<file path="src/rtl/qspi_mem_target.sv">
// QSPI PSRAM emulator: oversamples SCK/CS/SD on clk_i and turns the 0x35/0xEB/0x38/0xF5
// command subset into byte reads and writes on a simple memory port.
module qspi_mem_target #(
    parameter int ADDR_W       = 16,
    parameter int DUMMY_CYCLES = 6
) (
    input  logic              clk_i,
    input  logic              rst_in,
    input  logic              cs_in,
    input  logic              sck_i,
    input  logic [3:0]        sd_i,
    output logic [3:0]        sd_o,
    output logic [3:0]        sd_oe_o,
    output logic              qpi_o,
    output logic [ADDR_W-1:0] mem_adr_o,
    output logic              mem_re_o,
    input  logic [7:0]        mem_rdata_i,
    output logic              mem_we_o,
    output logic [7:0]        mem_wdata_o
);
    typedef enum logic [2:0] {
        ST_CMD, ST_ADDR, ST_DUMMY, ST_RD_DATA, ST_WR_DATA, ST_IGNORE
    } state_t;

    // Only the low ADDR_W address bits are kept; upper nibbles shift out and are dropped.
    localparam int SH_W = ADDR_W - 4;
    localparam logic [3:0] DUMMY_LAST = 4'((DUMMY_CYCLES > 0) ? (DUMMY_CYCLES - 1) : 0);
    localparam logic [ADDR_W-1:0] ADDR_ONE = {{(ADDR_W-1){1'b0}}, 1'b1};

    logic              cs_meta_r, cs_sync_r;
    logic              sck_meta_r, sck_sync_r, sck_prev_r;
    logic [3:0]        sd_meta_r, sd_sync_r;
    state_t            state_r;
    logic [3:0]        cnt_r;
    logic [SH_W-1:0]   shift_r;
    logic              is_wr_r, qpi_r, rd_lo_r, wr_half_r, re_d_r;
    logic [ADDR_W-1:0] addr_r, mem_adr_r;
    logic [7:0]        byte_r, mem_wdata_r;
    logic [3:0]        lo_nib_r, wr_hi_r, sd_r, sd_oe_r;
    logic              mem_re_r, mem_we_r;

    logic              rise_s, fall_s;
    logic [7:0]        spi_byte_s, qpi_byte_s;
    logic [ADDR_W-1:0] addr_low_s;

    assign rise_s     = sck_sync_r & ~sck_prev_r;
    assign fall_s     = ~sck_sync_r & sck_prev_r;
    assign spi_byte_s = {shift_r[6:0], sd_sync_r[0]};
    assign qpi_byte_s = {shift_r[3:0], sd_sync_r};
    assign addr_low_s = {shift_r, sd_sync_r};

    assign sd_o        = sd_r;
    assign sd_oe_o     = sd_oe_r;
    assign qpi_o       = qpi_r;
    assign mem_adr_o   = mem_adr_r;
    assign mem_re_o    = mem_re_r;
    assign mem_we_o    = mem_we_r;
    assign mem_wdata_o = mem_wdata_r;

    // Two-flop synchronizers for all pins plus the SCK edge-detect history flop.
    always_ff @(posedge clk_i or negedge rst_in) begin
        if (!rst_in) begin
            cs_meta_r  <= 1'b1;
            cs_sync_r  <= 1'b1;
            sck_meta_r <= 1'b0;
            sck_sync_r <= 1'b0;
            sck_prev_r <= 1'b0;
            sd_meta_r  <= 4'h0;
            sd_sync_r  <= 4'h0;
        end else begin
            cs_meta_r  <= cs_in;
            cs_sync_r  <= cs_meta_r;
            sck_meta_r <= sck_i;
            sck_sync_r <= sck_meta_r;
            sck_prev_r <= sck_sync_r;
            sd_meta_r  <= sd_i;
            sd_sync_r  <= sd_meta_r;
        end
    end

    // Protocol FSM with registered memory-port and pad outputs.
    always_ff @(posedge clk_i or negedge rst_in) begin
        if (!rst_in) begin
            state_r     <= ST_CMD;
            cnt_r       <= 4'd0;
            shift_r     <= '0;
            is_wr_r     <= 1'b0;
            qpi_r       <= 1'b0;
            rd_lo_r     <= 1'b0;
            wr_half_r   <= 1'b0;
            re_d_r      <= 1'b0;
            addr_r      <= '0;
            mem_adr_r   <= '0;
            byte_r      <= 8'h00;
            mem_wdata_r <= 8'h00;
            lo_nib_r    <= 4'h0;
            wr_hi_r     <= 4'h0;
            sd_r        <= 4'h0;
            sd_oe_r     <= 4'h0;
            mem_re_r    <= 1'b0;
            mem_we_r    <= 1'b0;
        end else begin
            mem_re_r <= 1'b0;
            mem_we_r <= 1'b0;
            re_d_r   <= mem_re_r;
            if (re_d_r) begin
                byte_r <= mem_rdata_i;
            end
            if (cs_sync_r) begin
                state_r   <= ST_CMD;
                cnt_r     <= 4'd0;
                sd_oe_r   <= 4'h0;
                sd_r      <= 4'h0;
                byte_r    <= 8'h00;
                rd_lo_r   <= 1'b0;
                wr_half_r <= 1'b0;
            end else begin
                case (state_r)
                    ST_CMD: begin
                        if (rise_s && !qpi_r) begin
                            shift_r <= {shift_r[SH_W-2:0], sd_sync_r[0]};
                            if (cnt_r == 4'd7) begin
                                cnt_r   <= 4'd0;
                                state_r <= ST_IGNORE;
                                if (spi_byte_s == 8'h35) begin
                                    qpi_r <= 1'b1;
                                end
                            end else begin
                                cnt_r <= cnt_r + 4'd1;
                            end
                        end else if (rise_s) begin
                            shift_r <= {shift_r[SH_W-5:0], sd_sync_r};
                            if (cnt_r == 4'd1) begin
                                cnt_r <= 4'd0;
                                case (qpi_byte_s)
                                    8'hEB: begin is_wr_r <= 1'b0; state_r <= ST_ADDR; end
                                    8'h38: begin is_wr_r <= 1'b1; state_r <= ST_ADDR; end
                                    8'hF5: begin qpi_r <= 1'b0; state_r <= ST_IGNORE; end
                                    default: state_r <= ST_IGNORE;
                                endcase
                            end else begin
                                cnt_r <= cnt_r + 4'd1;
                            end
                        end
                    end
                    ST_ADDR: begin
                        if (rise_s) begin
                            shift_r <= {shift_r[SH_W-5:0], sd_sync_r};
                            if (cnt_r == 4'd5) begin
                                cnt_r  <= 4'd0;
                                addr_r <= addr_low_s;
                                if (is_wr_r) begin
                                    state_r <= ST_WR_DATA;
                                end else begin
                                    // Prefetch the first byte so it is ready by the first falling edge.
                                    mem_re_r  <= 1'b1;
                                    mem_adr_r <= addr_low_s;
                                    state_r   <= (DUMMY_CYCLES == 0) ? ST_RD_DATA : ST_DUMMY;
                                end
                            end else begin
                                cnt_r <= cnt_r + 4'd1;
                            end
                        end
                    end
                    ST_DUMMY: begin
                        sd_oe_r <= 4'h0;
                        if (rise_s) begin
                            if (cnt_r == DUMMY_LAST) begin
                                cnt_r   <= 4'd0;
                                state_r <= ST_RD_DATA;
                            end else begin
                                cnt_r <= cnt_r + 4'd1;
                            end
                        end
                    end
                    ST_RD_DATA: begin
                        if (fall_s) begin
                            sd_oe_r <= 4'hF;
                            if (!rd_lo_r) begin
                                // Low nibble is parked so the next prefetch may overwrite byte_r.
                                sd_r      <= byte_r[7:4];
                                lo_nib_r  <= byte_r[3:0];
                                rd_lo_r   <= 1'b1;
                                addr_r    <= addr_r + ADDR_ONE;
                                mem_re_r  <= 1'b1;
                                mem_adr_r <= addr_r + ADDR_ONE;
                            end else begin
                                sd_r    <= lo_nib_r;
                                rd_lo_r <= 1'b0;
                            end
                        end
                    end
                    ST_WR_DATA: begin
                        if (rise_s) begin
                            if (!wr_half_r) begin
                                wr_hi_r   <= sd_sync_r;
                                wr_half_r <= 1'b1;
                            end else begin
                                mem_we_r    <= 1'b1;
                                mem_wdata_r <= {wr_hi_r, sd_sync_r};
                                mem_adr_r   <= addr_r;
                                addr_r      <= addr_r + ADDR_ONE;
                                wr_half_r   <= 1'b0;
                            end
                        end
                    end
                    ST_IGNORE: begin
                        sd_oe_r <= 4'h0;
                    end
                    default: begin
                        state_r <= ST_IGNORE;
                    end
                endcase
            end
        end
    end
endmodule
</file>
<file path="config.mk">
export PLATFORM = sky130hd
export DESIGN_NAME = qspi_mem_target
export DESIGN_NICKNAME = d
export VERILOG_FILES = /design/src/rtl/qspi_mem_target.sv
export SDC_FILE = /design/constraint.sdc
export NUM_CORES = 1
export LEC_CHECK = 0
export CAP_MARGIN = 10
export CORE_UTILIZATION = 25
export DETAILED_ROUTE_END_ITERATION = 10
export PLACE_DENSITY = 0.52
export SLEW_MARGIN = 20
export SYNTH_ARGS = -nofsm -noshare
export SYNTH_HDL_FRONTEND = slang
export SYNTH_SLANG_ARGS = --single-unit
</file>
<file path="constraint.sdc">
create_clock -name clk_i -period 2.9 [get_ports clk_i]
set_input_delay 0.58 -clock clk_i [delete_from_list [all_inputs] [get_ports clk_i]]
set_output_delay 0.58 -clock clk_i [all_outputs]
set_load 0.005 [all_outputs]
</file>
# Word-level counts from Yosys, hierarchy flattened
# Cells that the tools add are included.
# totals
regBits,103
latch_bits,0
ramBits,0
rom_bits,0
wordCells,169
n_memories,0
# op_classes
addsub,2
multipliers,0
div,0
order_cmp,0
n_eq_ne,31
shifts,0
mux,70
bitwise_logic,8
n_reduce_logical,33
# op_table
operator,count
$mux W16,11
$pmux W16 S3,2
$mux W4,13
$mux W3,11
$mux W12,2
$pmux W12 S2,1
$mux W1,23
$reduce_bool A2 Y1,10
$add A16 B1 Y16 const B,1
$eq A8 B6 Y1 const B,2
$eq A8 B8 Y1 const B,2
$mux W8,2
$pmux W4 S2,2
$reduce_and A8 Y1,2
$ne A3 B3 Y1 const B,5
$ne A2 B2 Y1 const B,7
$ne A4 B4 Y1 const B,3
$pmux W3 S4,1
$reduce_and A4 Y1,3
$reduce_and A9 Y1,1
$reduce_bool A3 Y1,3
$eq A4 B3 Y1 const B,2
$reduce_and A2 Y1,4
$reduce_and A7 Y1,1
other kinds (17),30

# Logic depth before layout (Yosys ltp)
# logic_depth
word_depth,8
ltp_mapped,9
depth_no_buf,7

# Worst setup path after synthesis
# OpenSTA, ideal clock, no wires.
# synth_path
path_kind,reg-to-reg
start,register rd_lo_r
end,"register mem_adr_r[10], in the netlist mem_adr_o[10]"
setup_ns,0.125
arrival_ns,1.965
path_slack_ns,0.810
stages_incl_launch_ff,8
period_less_slack_ns,2.090
cell_sequence,dfrtp_1 buf_6 or3b_4 a22oi_4 o211ai_4 a21oi_4 buf_12 mux2_4
# synth_between
elab_chain_cells,2
# synth_rtl
item,line,rtl
from (decl),36,"logic is_wr_r, qpi_r, rd_lo_r, wr_half_r, re_d_r;"
from (signal assigned),89,rd_lo_r <= 1'b0;
from (signal assigned),115,rd_lo_r <= 1'b0;
from (signal assigned),183,rd_lo_r <= 1'b1;
$ne A2 B2 Y1 (no line),--,
$reduce_and A9 Y1 (no line),--,
to (signal assigned),157,mem_adr_r <= addr_low_s;
to (signal assigned),186,mem_adr_r <= addr_r + ADDR_ONE;
to (signal assigned),201,mem_adr_r <= addr_r;
to (decl),37,"logic [ADDR_W-1:0] addr_r, mem_adr_r;"
# Every way passes these cells.
# A chain may end at the register's enable or synchronous reset.

# Final worst setup path
# layout_path
start,register state_r[1]
end,"register mem_wdata_r[1], in the netlist mem_wdata_o[1]"
# layout_between
elab_chain_cells,2
# layout_rtl
item,line,rtl
from (decl),33,state_t state_r;
from (signal assigned),158,state_r <= (DUMMY_CYCLES == 0) ? ST_RD_DATA : ST_DUMMY;
$eq A3 B3 Y1,118,case (state_r)
$reduce_and A4 Y1 (no line),--,
to (signal assigned),200,"mem_wdata_r <= {wr_hi_r, sd_sync_r};"
to (decl),38,"logic [7:0] byte_r, mem_wdata_r;"
# Every way passes these cells.

==> flow_summary.yaml <==
run_status:
  outcome: "completed"
placement:
  dp_slack_ns: 0.547
  dp_cells: 805
  hpwlAfterDp_um: 8980
  gp_congestion: 0.828
  io_buffer_count: 50
timing:
  drv_slew: 0
  skew_ns: 0.0116
  final-setup-viol-count: 0
  tightest_slew_ns: 0.675
  min_period_ns: 2.40
  tns_ns: 0
  max_clock_freq_ghz: 0.416
  final_hold_viol_count: 0
  rsz0062_at_grt: "false"
  layout_setup_ws_ns: 0.498
  slew_headroom: 0.550
  finalCritPeriodShare: 0.828
logic_synthesis:
  synth_top_cell_by_area: "dfrtp_1"
  synthesis.nets: 525
  synth_seq_cells: 100
  yosys.cell_count.top_type: "dfrtp_1"
  synth_edf_count: 0
  yosysUniqueCellTypes: 65
  avgSynthCellArea_um2: 10.2
  synth_warnings: 0
  synth_commonest_cells: "dfrtp_1, nor2_1, a21oi_1"
  async_reset_ff_frac: 1.00
  syn_area_mm2: 0.00516
  synthCells: 506
  synth-main-ff-cell: "dfrtp_1"
  yosys.area.top_type_share: 0.475
  ys_seq_area_frac: 0.485
  ys_top_cells_by_area: "dfrtp_1, mux2_2, a21oi_1"
worst_setup_path:
  worst-setup-path-type: "reg2reg"
  critPathCaptureType: "flop"
  crit_family: "simple AND/OR/NAND/NOR gates"
  path_buf_inv: 0
  path_max_fanout: 17
  critical_path.cell_chain: "or3b_1, nor2_1, nand3b_1, mux2_2"
  cpPeakStageDelay_ns: 0.73
  start_kind: "flop"
  crit_arrival_ns: 2.65
  cp_slowest_cell: "or3b_1"
  required_ns: 3.14
clock_network:
  cts-root-buf: "clkbuf_16"
  cts_tree: "built"
  ctsHoldBuffers: 0
  cts_setup_buffers: 0
  cts_resized: 0
  clock-sinks: 100
  cts_made_buffers: 9
  clock_path_buffers: 2
  clk_transition_reported_paths_ns: 0.07
  htreeDepth: 3
  clock_latency_ns: 0.36
global_route:
  grt_pass1_wl_um: 21800
  antenna_found_initial: 0
  grt_pass1_vias: 3954
  grt_start_max_net_pins: 70
  grt_usage: 0.129
  grt_overflow: 0
final_layout:
  drive_above_1_share: 0.142
  area_delta_synth_final_pct: 21.9
  final_nets: 565
  final_cells: 821
  n_antenna_cell: 0
floorplan:
  ios: 51
  start_util: 0.255
  die_w_um: 146
  coreArea_mm2: 0.0202
  rows: 52
  dieArea_mm2: 0.0212
  die_h_um: 146
run:
  drv_cap: 0
power_and_ir_drop:
  powerDensity_mw_per_mm2: 797
  vdd_ir_drop_max_v: 0.000360
  leakage_nw: 2.55
  finalPower_w: 0.00502
routing:
  ant_nets: 0
  routed_via_density: 5.02
  initialDrtViolationCount: 286
  dr.pass1.iters: 5
  vias: 4122
  routed_wl_um: 13100
  drc_errors: 0
  wl_per_cell_um: 15.9
min_path:
  min_path_type: "in2async"
-- metrics by stage --
stage | hold slack, ns | utilization | area, um^2
floorplan | 0.284 | - | 5160
global placement | 0.333 | 0.295 | 5970
detailed placement | 0.335 | 0.295 | 5970
CTS | 0.166 | 0.311 | 6290
global route | 0.183 | 0.311 | 6290
finish | 0.153 | 0.311 | 6290
-- cell type report --
| class | count | area [um^2] |
|---|---|---|
| fillers | 2029 | 13900 |
| flip-flops and latches | 100 | 2500 |
| multi-input cells | 362 | 2450 |
| repair buffers | 68 | 658 |
| well taps | 270 | 338 |
| clock buffers | 11 | 243 |
| clock inverters | 5 | 82.6 |
| inverters | 5 | 18.8 |
-- final timing paths --
path	from	endpoint	slack, ns	cells past startpoint
max	state_r[1]	mem_wdata_o[1]	0.50	4
min	rst_in	byte_r[3]	0.15	1
max reg2reg	state_r[1]	mem_wdata_o[1]	0.50	4
min reg2reg	sd_meta_r[3]	sd_sync_r[3]	0.35	0
max in group asynchronous	rst_in	mem_adr_o[6]	2.02	2
min in group clk_i	sd_meta_r[3]	sd_sync_r[3]	0.35	0
-- per-layer routing --
metal	track usage	wire [um]
met1	0.180	6230
met2	0.194	6050
met3	0.0245	564
met4	0.0595	253
met5	0	0
-- state kept, by name, summed over array words and instances (netlist names), 3 cells and up --
signal and count:
mem_adr_o 16, sd_sync_r 4, mem_wdata_o 8, wr_hi_r 4
lo_nib_r 4, shift_r 12, sd_o 4, state_r 3
sd_meta_r 4, addr_r 16, cnt_r 4, byte_r 8
-- power by group --
| group | internal [W] | total [W] | switching (W) |
|---|---|---|---|
| Combinational | 0.000827 | 0.00145 | 0.000627 |
| Sequential | 0.00174 | 0.00222 | 0.000482 |
| Clock | 0.000786 | 0.00134 | 0.000558 |
-- worst reg2reg max path: cells and delay by family (launching register included) --
family	cells	cell delay [ns]
muxes	1	0.39
DFF	1	0.53
and+or+nand+nor	3	1.37
-- kinds of logic after synthesis --
logic type	share of synthesized area
buffers and inverters	0.0402
XOR/XNOR	0.0153
AO/OA/AOI/OAI	0.182
flip-flops	0.485
AND/OR/NAND/NOR	0.168
multiplexers	0.102
adder cells (fa/ha/maj)	0.00727
-- cell usage in the layout, fill, tap and decap left out, types with 9 or more instances in the layout --
cell type / instances
dfrtp_1: 98
clkdlybuf4s50_1: 49
nor2_1: 48
a21oi_1: 37
nand2_1: 34
o21ai_0: 31
mux2_2: 22
o22ai_1: 21
buf_4: 17
mux2i_1: 13
nor3_1: 12
nand3_1: 11
mux2_4: 10
a22o_1: 9
clkbuf_16: 9
Note: power is estimated with default switching activity, not from simulation.
